**src/rtl/writeback_stage.sv**
```systemverilog
// writeback_stage: single register-file write port shared by the ALU/load path
// and the multi-cycle M-extension unit. ALU results always win; colliding
// M-unit results wait in a small in-order FIFO and drain in ALU bubbles.
// Outputs are registered so the register file sees at most one write per cycle.
module writeback_stage #(
    parameter int XLEN  = 64,
    parameter int DEPTH = 2
) (
    input  logic                       clk,
    input  logic                       rst,
    input  logic                       alu_valid,
    input  logic [4:0]                 alu_rd,
    input  logic [XLEN-1:0]            alu_data,
    input  logic                       alu_word,
    input  logic                       md_valid,
    output logic                       md_ready,
    input  logic [4:0]                 md_rd,
    input  logic [XLEN-1:0]            md_data,
    input  logic                       md_word,
    output logic [4:0]                 rd,
    output logic                       wr_en,
    output logic [XLEN-1:0]            wr_data,
    output logic                       md_busy,
    output logic [$clog2(DEPTH):0]     md_count
);

    localparam int PTR_W = $clog2(DEPTH);
    localparam int CNT_W = PTR_W + 1;
    localparam logic [CNT_W-1:0] FULL_CNT = CNT_W'(DEPTH);

    // *W results carry a 32-bit value that must be sign-extended to XLEN
    function automatic logic signed [XLEN-1:0] sext_word(
        input logic signed [XLEN-1:0] d,
        input logic                   w
    );
        logic signed [31:0] lo;
        lo = d[31:0];
        return w ? XLEN'(lo) : d;
    endfunction

    // FIFO storage (data only, never reset) and control state
    logic [4:0]             fifo_rd   [DEPTH];
    logic [XLEN-1:0]        fifo_data [DEPTH];
    logic [PTR_W-1:0]       wptr;
    logic [PTR_W-1:0]       rptr;
    logic [CNT_W-1:0]       count;

    // selection stage (p0) signals, registered into the outputs
    logic                   md_acc_p0;
    logic signed [XLEN-1:0] alu_ext_p0;
    logic signed [XLEN-1:0] md_ext_p0;
    logic                   push_p0;
    logic                   pop_p0;
    logic                   vld_p0;
    logic [4:0]             sel_rd_p0;
    logic [XLEN-1:0]        sel_data_p0;

    assign md_ready   = (count < FULL_CNT);
    assign md_busy    = (count != '0);
    assign md_count   = count;
    assign md_acc_p0  = md_valid && md_ready;
    assign alu_ext_p0 = sext_word(alu_data, alu_word);
    assign md_ext_p0  = sext_word(md_data, md_word);

    // priority select: ALU, then FIFO head, then M-unit bypass
    always_comb begin
        push_p0     = 1'b0;
        pop_p0      = 1'b0;
        vld_p0      = 1'b0;
        sel_rd_p0   = alu_rd;
        sel_data_p0 = alu_ext_p0;
        if (alu_valid) begin
            vld_p0      = 1'b1;
            push_p0     = md_acc_p0;
        end else if (count != '0) begin
            vld_p0      = 1'b1;
            pop_p0      = 1'b1;
            push_p0     = md_acc_p0;
            sel_rd_p0   = fifo_rd[rptr];
            sel_data_p0 = fifo_data[rptr];
        end else if (md_acc_p0) begin
            vld_p0      = 1'b1;
            sel_rd_p0   = md_rd;
            sel_data_p0 = md_ext_p0;
        end
    end

    // FIFO entry write on push; storage holds already-extended data
    always_ff @(posedge clk) begin
        if (push_p0) begin
            fifo_rd[wptr]   <= md_rd;
            fifo_data[wptr] <= md_ext_p0;
        end
    end

    // FIFO pointers and occupancy; pointers wrap naturally as DEPTH is a power of 2
    always_ff @(posedge clk or posedge rst) begin
        if (rst) begin
            wptr  <= '0;
            rptr  <= '0;
            count <= '0;
        end else begin
            if (push_p0) wptr <= wptr + PTR_W'(1);
            if (pop_p0)  rptr <= rptr + PTR_W'(1);
            if (push_p0 && !pop_p0)
                count <= count + CNT_W'(1);
            else if (pop_p0 && !push_p0)
                count <= count - CNT_W'(1);
        end
    end

    // ---- stage boundary p0 -> register file write port ----
    // register the selected result; writes to x0 consume the slot but are gated
    always_ff @(posedge clk or posedge rst) begin
        if (rst) begin
            wr_en   <= 1'b0;
            rd      <= '0;
            wr_data <= '0;
        end else begin
            wr_en <= vld_p0 && (sel_rd_p0 != 5'd0);
            if (vld_p0) begin
                rd      <= sel_rd_p0;
                wr_data <= sel_data_p0;
            end
        end
    end

endmodule
```
**config.mk**
```make
export PLATFORM = sky130hd
export DESIGN_NAME = writeback_stage
export DESIGN_NICKNAME = d
export VERILOG_FILES = /design/src/rtl/writeback_stage.sv
export SDC_FILE = /design/constraint.sdc
export NUM_CORES = 1
export LEC_CHECK = 0
export CAP_MARGIN = 10
export CORE_MARGIN = 2
export CORE_UTILIZATION = 56
export CTS_BUF_LIST = sky130_fd_sc_hd__clkbuf_2
export DETAILED_ROUTE_END_ITERATION = 8
export GPL_TIMING_DRIVEN = 0
export PLACE_DENSITY = 0.94
export SLEW_MARGIN = 10
export SYNTH_ARGS = -nofsm -noshare
export SYNTH_HDL_FRONTEND = slang
export SYNTH_SLANG_ARGS = --single-unit
```
**constraint.sdc**
```tcl
create_clock -name clk -period 9.43 [get_ports clk]
set_clock_uncertainty 0.05 [all_clocks]
set_input_delay 0.943 -clock clk [delete_from_list [all_inputs] [get_ports clk]]
set_output_delay 0.943 -clock clk [all_outputs]
set_load 0.005 [all_outputs]
```
==> metrics.txt, run 1 <==
outcome=finished, final reports clean; Power Total=3012 µW; Die W=131.9 µm; share of cells above drive strength 1=0.1523; area grow syn2layout=32.82%; PortBufs=216; max layer used=met4; final hold vios=0; reg2reg path depth=5; Tmin final=3.524 ns; Total Wirelength=24790 µm; Root Driver=clkbuf_2; initial antenna violation count=0; Startpoint Class=flop; Synth area leaders=edfxtp_1, dfrtp_1, a22oi_1, o21ai_0, mux2i_1; row cnt=46; drt drc=0; Max Cap Viol=0; Worst Hold Class=reg -> reg; TNS Setup=0 ns; H-tree depth=2; Final Instance Area=12170 µm²; Most used DFF post-synth=edfxtp_1; CTS clk-pin slew, worst paths=0.12 ns; area of the core=15940 µm²; cell accounting for the most synthesized area=edfxtp_1; Clock Sinks=212; GRT Total Usage=0.2838; Critical Path RT=8.44 ns; Num CTS Buffers=48; reg-to-reg startpoint=md_count[1]; largest net degree at the start of global routing=40; Pleak=0.004766 µW; Mean Syn Cell Area=12.90 µm²; Async SR Flop Fraction=0.3491; Cell Pwr Density=247.5 nW/µm²; GPL Wtd Cong=0.8555; CP Data Arrival Time=2.53 ns; total grt overflow=0; synthesized flop and latch total=212; first-pass GRT wire length=39240 µm; final worst path period share=0.3737; Final Slew Violations=0; die extent in y=131.9 µm; capturing point of the worst reg2reg path=fifo_data[0][4]; Final setup viols=0; Placement Cell Area=11750 µm²; synthesized net count=854; clk buf depth=3; met2 routed WL=12330 µm; Crit Path Max Fanout=10; CTS tree=built; Hold Crit Depth=2; Final Net Count=1126; WS Path Type=reg -> out; DR pass1 iterations=5; WL met1=9294 µm; drt wl/cell=20.09 µm; Reg2Reg Setup Slack=7.03 ns; Post-Syn Instances=710; worst slew pin tran=0.7418 ns; Warnings, synthesis=0; element type at the critical path end=output pin; post-route ant nets=0; register area share after synthesis=0.6546; hold_buf cts=0; EDFF count, synth=138; worst hold endpoint=rd[0]; met3 wire len=2336 µm; # diodes=0; VDD IR max=0.1251 mV; clock latency on the worst-skew pair=0.77 ns; I/O pin total=218; DPL Wire Length=17360 µm; Starting Density=0.5746; Die ar.=17400 µm²; Yosys cell types=32; crit path from=md_count[0]; DRT iter0 DRCs=570; vias in the first global route=7644; Synth Cell Area=9160 µm²; min-delay src=rd[0]; post-cts resize count=0; Achievable Freq=283.8 MHz; RSZ-0062 raised after global routing=false; vias post-DR=7239; top-area cell type share of the netlist area=0.4524; Post-CTS Repair Setup Buffers=0; drt via density=5.866; Slew HR=0.5003
==> metal layers <==
layer  up-vias  track usage
met5         -            0
met4         0       0.1238
met3        73      0.07420
met2       459       0.4757
met1      3459       0.3493
li1       3248            -
==> metrics by stage <==
stage / hold WS [ns] / cells / setup WS [ns] / util
after floorplan: 0.4181 / 710 / 4.379 / -
after global placement: 0.4122 / 1142 / 1.861 / 0.7271
after detailed placement: 0.4237 / 1148 / 5.523 / 0.7367
after CTS: 0.4537 / 1234 / 5.856 / 0.7631
after global routing: 0.4863 / 1234 / 5.788 / 0.7631
final: 0.4552 / 1234 / 5.906 / 0.7631
==> final cells by class <==
cell class                      count  area [µm²]
Inverter                           67       254.0
Clock buffer                       79       395.4
Sequential cell                   212        5996
Multi-Input combinational cell    373        2648
Clock inverter                      7       26.28
Timing Repair Buffer              222        2297
Buffer                             58       280.3
Fill cell                        1008        3776
Tap cell                          216       270.3
==> how the worst max path moves through the flow <==
stage | end | slack (ns) | cells past startpoint
after global routing | md_busy | 5.79 | 5
after global placement | fifo_data[0][55] | 1.86 | 5
after detailed placement | fifo_data[0][44] | 5.52 | 7
after floorplan | fifo_data[0][0] | 4.38 | 4
final | md_busy | 5.91 | 5
after CTS | md_busy | 5.86 | 5
==> logic make-up (layout without fill, tap and decap cells) <==
logic type | count (synthesis) | count (layout) | synth area share
xor gates and xnor gates | 3 | 3 | 0.002869
buffers and inverters | 125 | 433 | 0.05805
AOI/OAI and AO/OA | 244 | 244 | 0.1762
DFF | 212 | 212 | 0.6546
muxes | 69 | 69 | 0.07977
and+or+nand+nor | 57 | 57 | 0.02855
==> flip-flops by register name (all words and copies together) (netlist names) <==
signal     cells
rptr           1
md_count       2
fifo_data    128
wptr           1
rd             5
wr_en          1
fifo_rd       10
wr_data       64
==> Yosys cell counts (2+ instances only) <==
library cell,n
nor2_1,5
o22ai_1,5
mux2_2,32
o211ai_1,32
o221ai_1,32
nor2_4,2
buf_4,5
a21oi_1,2
o21ai_1,9
mux2i_1,37
buf_2,23
edfxtp_1,138
nand2_1,43
dfrtp_1,74
o21ai_0,94
clkbuf_1,27
a2bb2oi_1,3
xnor2_1,3
buf_6,2
inv_1,67
a22oi_1,64
==> report_power, final <==
part / internal, µW / total (µW) / switching [µW]
sequential: 1240 / 1350 / 109
combinational: 564 / 1110 / 542
clock: 216 / 561 / 345
==> worst max-delay path, cell delays in order, from the launching register on <==
cell and delay, ns:
dfrtp_1 0.52, or2_1 0.16, buf_6 0.13, buf_6 0.16, buf_2 0.25, clkdlybuf4s50_1 0.54
==> layout by cell type (no fill, tap or decap), types with 5 or more instances in the layout <==
cell,n
clkbuf_2,79
dfrtp_1,74
a22oi_1,64
clkdlybuf4s50_1,216
o211ai_1,32
edfxtp_1,138
buf_4,5
mux2_2,32
clkbuf_1,27
o21ai_0,94
mux2i_1,37
clkinv_1,7
o22ai_1,5
nand2_1,43
o21ai_1,9
buf_2,23
o221ai_1,32
inv_1,66
Note: power is estimated with default switching activity, not from simulation.
==> inputs of run 2 (changes only) <==
--- a/config.mk
+++ b/config.mk
@@ -7,11 +7,11 @@
 export LEC_CHECK = 0
 export CAP_MARGIN = 10
 export CORE_MARGIN = 2
-export CORE_UTILIZATION = 56
+export CORE_UTILIZATION = 52
 export CTS_BUF_LIST = sky130_fd_sc_hd__clkbuf_2
 export DETAILED_ROUTE_END_ITERATION = 8
 export GPL_TIMING_DRIVEN = 0
-export PLACE_DENSITY = 0.94
+export PLACE_DENSITY = 0.88
 export SLEW_MARGIN = 10
 export SYNTH_ARGS = -nofsm -noshare
 export SYNTH_HDL_FRONTEND = slang
==> constraint.sdc (replaced) <==
create_clock -name clk -period 3.48 [get_ports clk]
set_clock_uncertainty 0.05 [all_clocks]
set_input_delay 0.348 -clock clk [delete_from_list [all_inputs] [get_ports clk]]
set_output_delay 0.348 -clock clk [all_outputs]
set_load 0.005 [all_outputs]
==> run 2 against run 1 <==
Against the previous run: first-iteration DRC count fell by 8.9%; register-to-register slack got worse by 5.9 ns; largest power group unchanged; non-clock buffer count rose by 3; worst hold slack got worse by 0.31 ns; wire length fell by 2.4%; critical path type unchanged; core utilization fell by 5.1 points; sequential power rose to 2.7 times the previous value; critical path depth did not move; sequential share of layout area fell by 0.44 points; total power rose to 2.7 times the previous value.
==> metrics.txt, run 2 (synthesis results as in run 1) <==
sequential fraction of design power=0.443 (-0.004); worst hold endpoint=wr_data[21]; Clock power frac=0.194 (+0.008); Die ar.=18690 µm² (+7.5%); H-tree depth=2 (unchanged); Fill cells=1202 (+19%); Crit Path Max Fanout=10 (unchanged); first-pass GRT wire length=37290 µm (-5.0%); Comb power frac=0.363 (-0.004); share of cells above drive strength 1=0.1595 (+0.007274); Starting Density=0.5314 (-0.04313); DRT iter0 DRCs=519 (-8.9%); Hold Crit Depth=3 (+1); row cnt=48 (+4.3%); Reg2Reg Setup Slack=1.17 ns (-5.86 ns); Max Cap Viol=0 (unchanged); reg2reg path depth=5 (unchanged); PortBufs=216 (unchanged); Final Slew Violations=0 (unchanged); final hold vios=0 (unchanged); CP Data Arrival Time=2.54 ns (about the same); die extent in y=136.7 µm (+3.7%); Power Total=8208 µW (+170%); GRT Total Usage=0.2598 (-0.02402); area grow syn2layout=34.01%; Post-CTS Repair Setup Buffers=0 (unchanged); Clock Sinks=212 (unchanged); VDD IR max=0.3521 mV (+180%); multi-input logic area=2648 µm² (unchanged); Reg with most FFs=fifo_data; Total Wirelength=24200 µm (-2.4%); commonest non-fill, non-tap cell in the layout=clkdlybuf4s50_1; Pleak=0.004824 µW (+1.2%); commonest non-fill, non-tap cells in the layout=clkdlybuf4s50_1, edfxtp_1, o21ai_0, clkbuf_2, dfrtp_1; Slew HR=0.4799 (-0.02032); Startpoint Class=flop; DR pass1 iterations=6 (+1); total grt overflow=0 (unchanged); GPL Wtd Cong=0.8561 (about the same); vias in the first global route=7368 (-3.6%); CTS clk-pin slew, worst paths=0.12 ns (about the same); Final Net Count=1132 (+0.53%); top flop regs=fifo_data x128, wr_data x64, fifo_rd x10; capturing point of the worst reg2reg path=fifo_data[0][3]; Cell Pwr Density=668.6 nW/µm² (+170%); Switching Share=0.3265 (-0.004006); drt drc=0 (unchanged); element type at the critical path end=output pin; area of the core=17240 µm² (+8.1%); max FFs per register=128 (unchanged); worst slew pin tran=0.7719 ns (+0.03016 ns); CTS tree=built; drt wl/cell=19.32 µm (-3.9%); RSZ-0062 raised after global routing=false; fin cells=1253 (+1.5%); clock latency on the worst-skew pair=0.78 ns (about the same); final worst path period share=0.8436; post-route ant nets=0 (unchanged); reg-to-reg startpoint=md_count[1]; I/O pin total=218 (unchanged); post-cts resize count=0 (unchanged); Root Driver=clkbuf_2; Worst Hold Class=in -> reg; min-delay src=alu_data[21]; dpl cells=1158 (+0.87%); drt via density=5.734 (-2.3%); clk buf depth=3 (unchanged); Psw=2680 µW (+170%); initial antenna violation count=0 (unchanged); Achievable Freq=340.6 MHz; WS Path Type=reg -> out; # diodes=0 (unchanged); outcome=finished, final reports clean; largest net degree at the start of global routing=39 (-2.5%); Final setup viols=0 (unchanged); Num CTS Buffers=51 (+6.3%); Die W=136.7 µm (+3.7%); Tmin final=2.936 ns; DPL Wire Length=16920 µm (-2.5%); hold_buf cts=2 (+2); Critical Path RT=3.08 ns (-5.36 ns); vias post-DR=7185 (-0.75%); FF+latch area=5996 µm² (unchanged); design internal power=5528 µW (+170%)
==> run 2: cell count changes in the layout (fill, tap and decap cells not counted) <==
cell	before	now
inv_2	0	1
buf_12	4	2
dlygate4sd3_1	0	2
buf_16	2	5
clkinv_2	0	2
clkinv_1	7	6
clkbuf_2	79	84
==> run 2: worst max-delay path by stage <==
stage,start,to,depth (start not counted)
finish,md_count[0],md_busy,5
global route,md_count[0],md_busy,5
CTS,md_count[0],md_busy,5
detailed placement,alu_valid,fifo_data[1][48],7
global placement,alu_valid,fifo_data[0][59],5
floorplan,alu_valid,fifo_data[0][0],4
==> run 2: power groups by stage <==
stage	sequential, µW	clock (µW)	combinational [µW]
2_1_floorplan	3690	0	1490
3_5_place_dp	3680	0	2980
4_1_cts	3630	1620	2990
5_1_grt	3690	1750	3220
6_report	3640	1590	2980
3_3_place_gp	3710	0	2790
==> run 2: layer usage <==
metal	wire, µm	vias up	global-route usage
met4	685	0	0.09664
met5	0	-	0
met3	2613	57	0.06704
met2	11720	442	0.4253
met1	9187	3414	0.3348
li1	-	3272	-
==> run 2: critical path: stages, from the launching register on <==
cell and delay, ns:
dfrtp_1 0.49, or2_1 0.16, buf_6 0.13, buf_6 0.16, buf_2 0.25, clkdlybuf4s50_1 0.55
==> run 2: area by class of cell <==
type                            count  share of cell area
Buffer                             58             0.02283
Clock buffer                       84             0.03425
Clock inverter                      9            0.002956
Inverter                           67             0.02069
Multi-Input combinational cell    373              0.2157
Sequential cell                   212              0.4884
Tap cell                          225             0.02293
Timing Repair Buffer              225              0.1922
==> run 2: metrics by stage <==
step	utilization	setup TNS [ns]	hold slack [ns]	worst slack, ns	area (µm²)
6_report	0.7122	0	0.1403	0.5442	12280
5_1_grt	0.7122	0	0.04267	0.3524	12280
4_1_cts	0.7122	0	0.05731	0.4786	12280
3_5_place_dp	0.6845	0	0.4233	0.1762	11800
3_3_place_gp	0.6732	-526.54	0.4167	-3.692	11600
2_1_floorplan	-	-134.65	0.3969	-0.9757	9160
==> inputs of run 3 (changes only) <==
==> constraint.sdc (replaced) <==
create_clock -name clk -period 2.99 [get_ports clk]
set_clock_uncertainty 0.05 [all_clocks]
set_input_delay 0.299 -clock clk [delete_from_list [all_inputs] [get_ports clk]]
set_output_delay 0.299 -clock clk [all_outputs]
set_load 0.005 [all_outputs]
==> run 3 against run 2 <==
Against the previous run: clock-buffer cell count down 1; clock power rose by 16%; sequential share of layout area about the same; total power up 17%; sequential power rose by 16%; die area unchanged; critical endpoint unchanged; largest power group unchanged; highest routed layer unchanged.
==> metrics.txt, run 3 (synthesis results as in run 1) <==
drt wl/cell=19.55 µm (+1.2%); WS Path Type=reg -> out; Clock Sinks=212 (unchanged); fin util=0.7118 (about the same); top flop regs=fifo_data x128, wr_data x64, fifo_rd x10; Final Slew Violations=0 (unchanged); DRT iter0 DRCs=586 (+13%); Achievable Freq=351.5 MHz; Root Driver=clkbuf_2; # diodes=0 (unchanged); PortBufs=216 (unchanged); Power Total=9577 µW (+17%); Crit Path Max Fanout=10 (unchanged); largest net degree at the start of global routing=40 (+2.6%); Tmin final=2.845 ns; commonest non-fill, non-tap cell in the layout=clkdlybuf4s50_1; Clock power frac=0.193 (about the same); Slew HR=0.4620 (-0.01796); GRT Total Usage=0.2642 (+0.004391); Final setup viols=0 (unchanged); Max Cap Viol=0 (unchanged); row cnt=48 (unchanged); CTS tree=built; CP Data Arrival Time=2.50 ns (-0.04 ns); die extent in y=136.7 µm (unchanged); post-route ant nets=0 (unchanged); first-pass GRT wire length=37880 µm (+1.6%); I/O pin total=218 (unchanged); DPL Wire Length=17100 µm (+1.1%); Switching Share=0.3289 (+0.002385); GPL Wtd Cong=0.8319 (-2.8%); Starting Density=0.5314 (unchanged); Pleak=0.004814 µW (-0.21%); Total Wirelength=24510 µm (+1.3%); Comb power frac=0.364 (about the same); worst slew pin tran=0.7986 ns (+0.02666 ns); Die W=136.7 µm (unchanged); drt drc=0 (unchanged); sequential fraction of design power=0.443 (about the same); H-tree depth=2 (unchanged); initial antenna violation count=0 (unchanged); design internal power=6427 µW (+16%); final hold vios=0 (unchanged); VDD IR max=0.3636 mV (+3.3%); element type at the critical path end=output pin; vias in the first global route=7378 (+0.14%); Reg with most FFs=fifo_data; Psw=3150 µW (+18%); drt via density=5.738 (about the same); Startpoint Class=flop; clk buf depth=3 (unchanged); RSZ-0062 raised after global routing=false; area grow syn2layout=33.94% (about the same); Final Net Count=1132 (unchanged); final worst path period share=0.9514; max FFs per register=128 (unchanged); Critical Path RT=2.64 ns (-0.44 ns); Post-CTS Repair Setup Buffers=0 (unchanged); Worst Hold Class=in -> reg; CTS clk-pin slew, worst paths=0.11 ns (about the same); Die ar.=18690 µm² (unchanged); DR pass1 iterations=5 (-1); Fill cells=1216 (+1.2%); Cell Pwr Density=780.6 nW/µm² (+17%); share of cells above drive strength 1=0.1574 (-0.002099); Num CTS Buffers=51 (unchanged); area of the core=17240 µm² (unchanged); total grt overflow=0 (unchanged); outcome=finished, final reports clean; vias post-DR=7195 (+0.14%); commonest non-fill, non-tap cells in the layout=clkdlybuf4s50_1, edfxtp_1, o21ai_0, clkbuf_2, dfrtp_1; clock latency on the worst-skew pair=0.78 ns (about the same)
run 3: final timing paths:
check / depth (start not counted) / startpoint / slack (ns) / endpoint
setup / recovery: 5 / md_count[0] / 0.15 / md_busy
max in group asynchronous: 4 / rst / 1.83 / wr_data[49]
hold / removal: 1 / md_data[5] / 0.08 / fifo_data[1][5]
hold reg to reg: 2 / rd[0] / 0.44 / rd[0]
setup reg to reg: 4 / md_count[1] / 0.62 / fifo_data[0][1]
min in group asynchronous: 3 / rst / 0.41 / wr_data[9]
run 3: cell type report:
type	count	area (µm²)	area share
Clock inverter	11	41.29	0.003365
Multi-Input combinational cell	373	2648	0.2158
Buffer	58	280.3	0.02284
Sequential cell	212	5997	0.4888
Tap cell	225	281.5	0.02295
Inverter	67	254.0	0.02070
Timing Repair Buffer	225	2352	0.1917
Clock buffer	83	415.4	0.03386
run 3: power groups by stage:
stage | Clock [µW] | Sequential, µW | Combinational (µW)
final | 1850 | 4240 | 3490
after global routing | 2040 | 4300 | 3760
after CTS | 1890 | 4230 | 3490
after detailed placement | 0 | 4290 | 3480
after global placement | 0 | 4290 | 3250
after floorplan | 0 | 4270 | 1740
run 3: per-stage QoR:
step           hold WS (ns)  setup TNS [ns]  cells  instance area, µm²  setup WS [ns]
6_report            0.08196               0   1254               12270         0.1453
5_1_grt             0.01708               0   1254               12270       0.003584
4_1_cts             0.02058               0   1254               12270        0.01292
3_5_place_dp         0.4222          -19.91   1158               11790        -0.2114
3_3_place_gp         0.4132         -359.08   1151               11610         -2.204
2_1_floorplan        0.3479          -41.19    710                9165        -0.2986
run 3: what timing repair did:
action                     4_1_cts  5_1_grt
gates resized for setup          0        1
hold endpoints to repair        41        0
setup endpoints to repair        0        1
hold buffers                     2        0
run 3: worst max-delay path, stage by stage, from the launching register on:
cell             delay [ns]
dfrtp_2                0.47
or2_1                  0.15
buf_6                  0.14
buf_6                  0.17
buf_2                  0.26
clkdlybuf4s50_1        0.55
run 3: layer usage:
| layer | track usage | part of all wire | vias up |
|---|---|---|---|
| met2 | 0.4372 | 0.49 | 448 |
| met3 | 0.06630 | 0.10 | 55 |
| met4 | 0.08623 | 0.020 | 0 |
| li1 | - | - | 3265 |
| met5 | 0 | 0 | - |
| met1 | 0.3429 | 0.39 | 3427 |
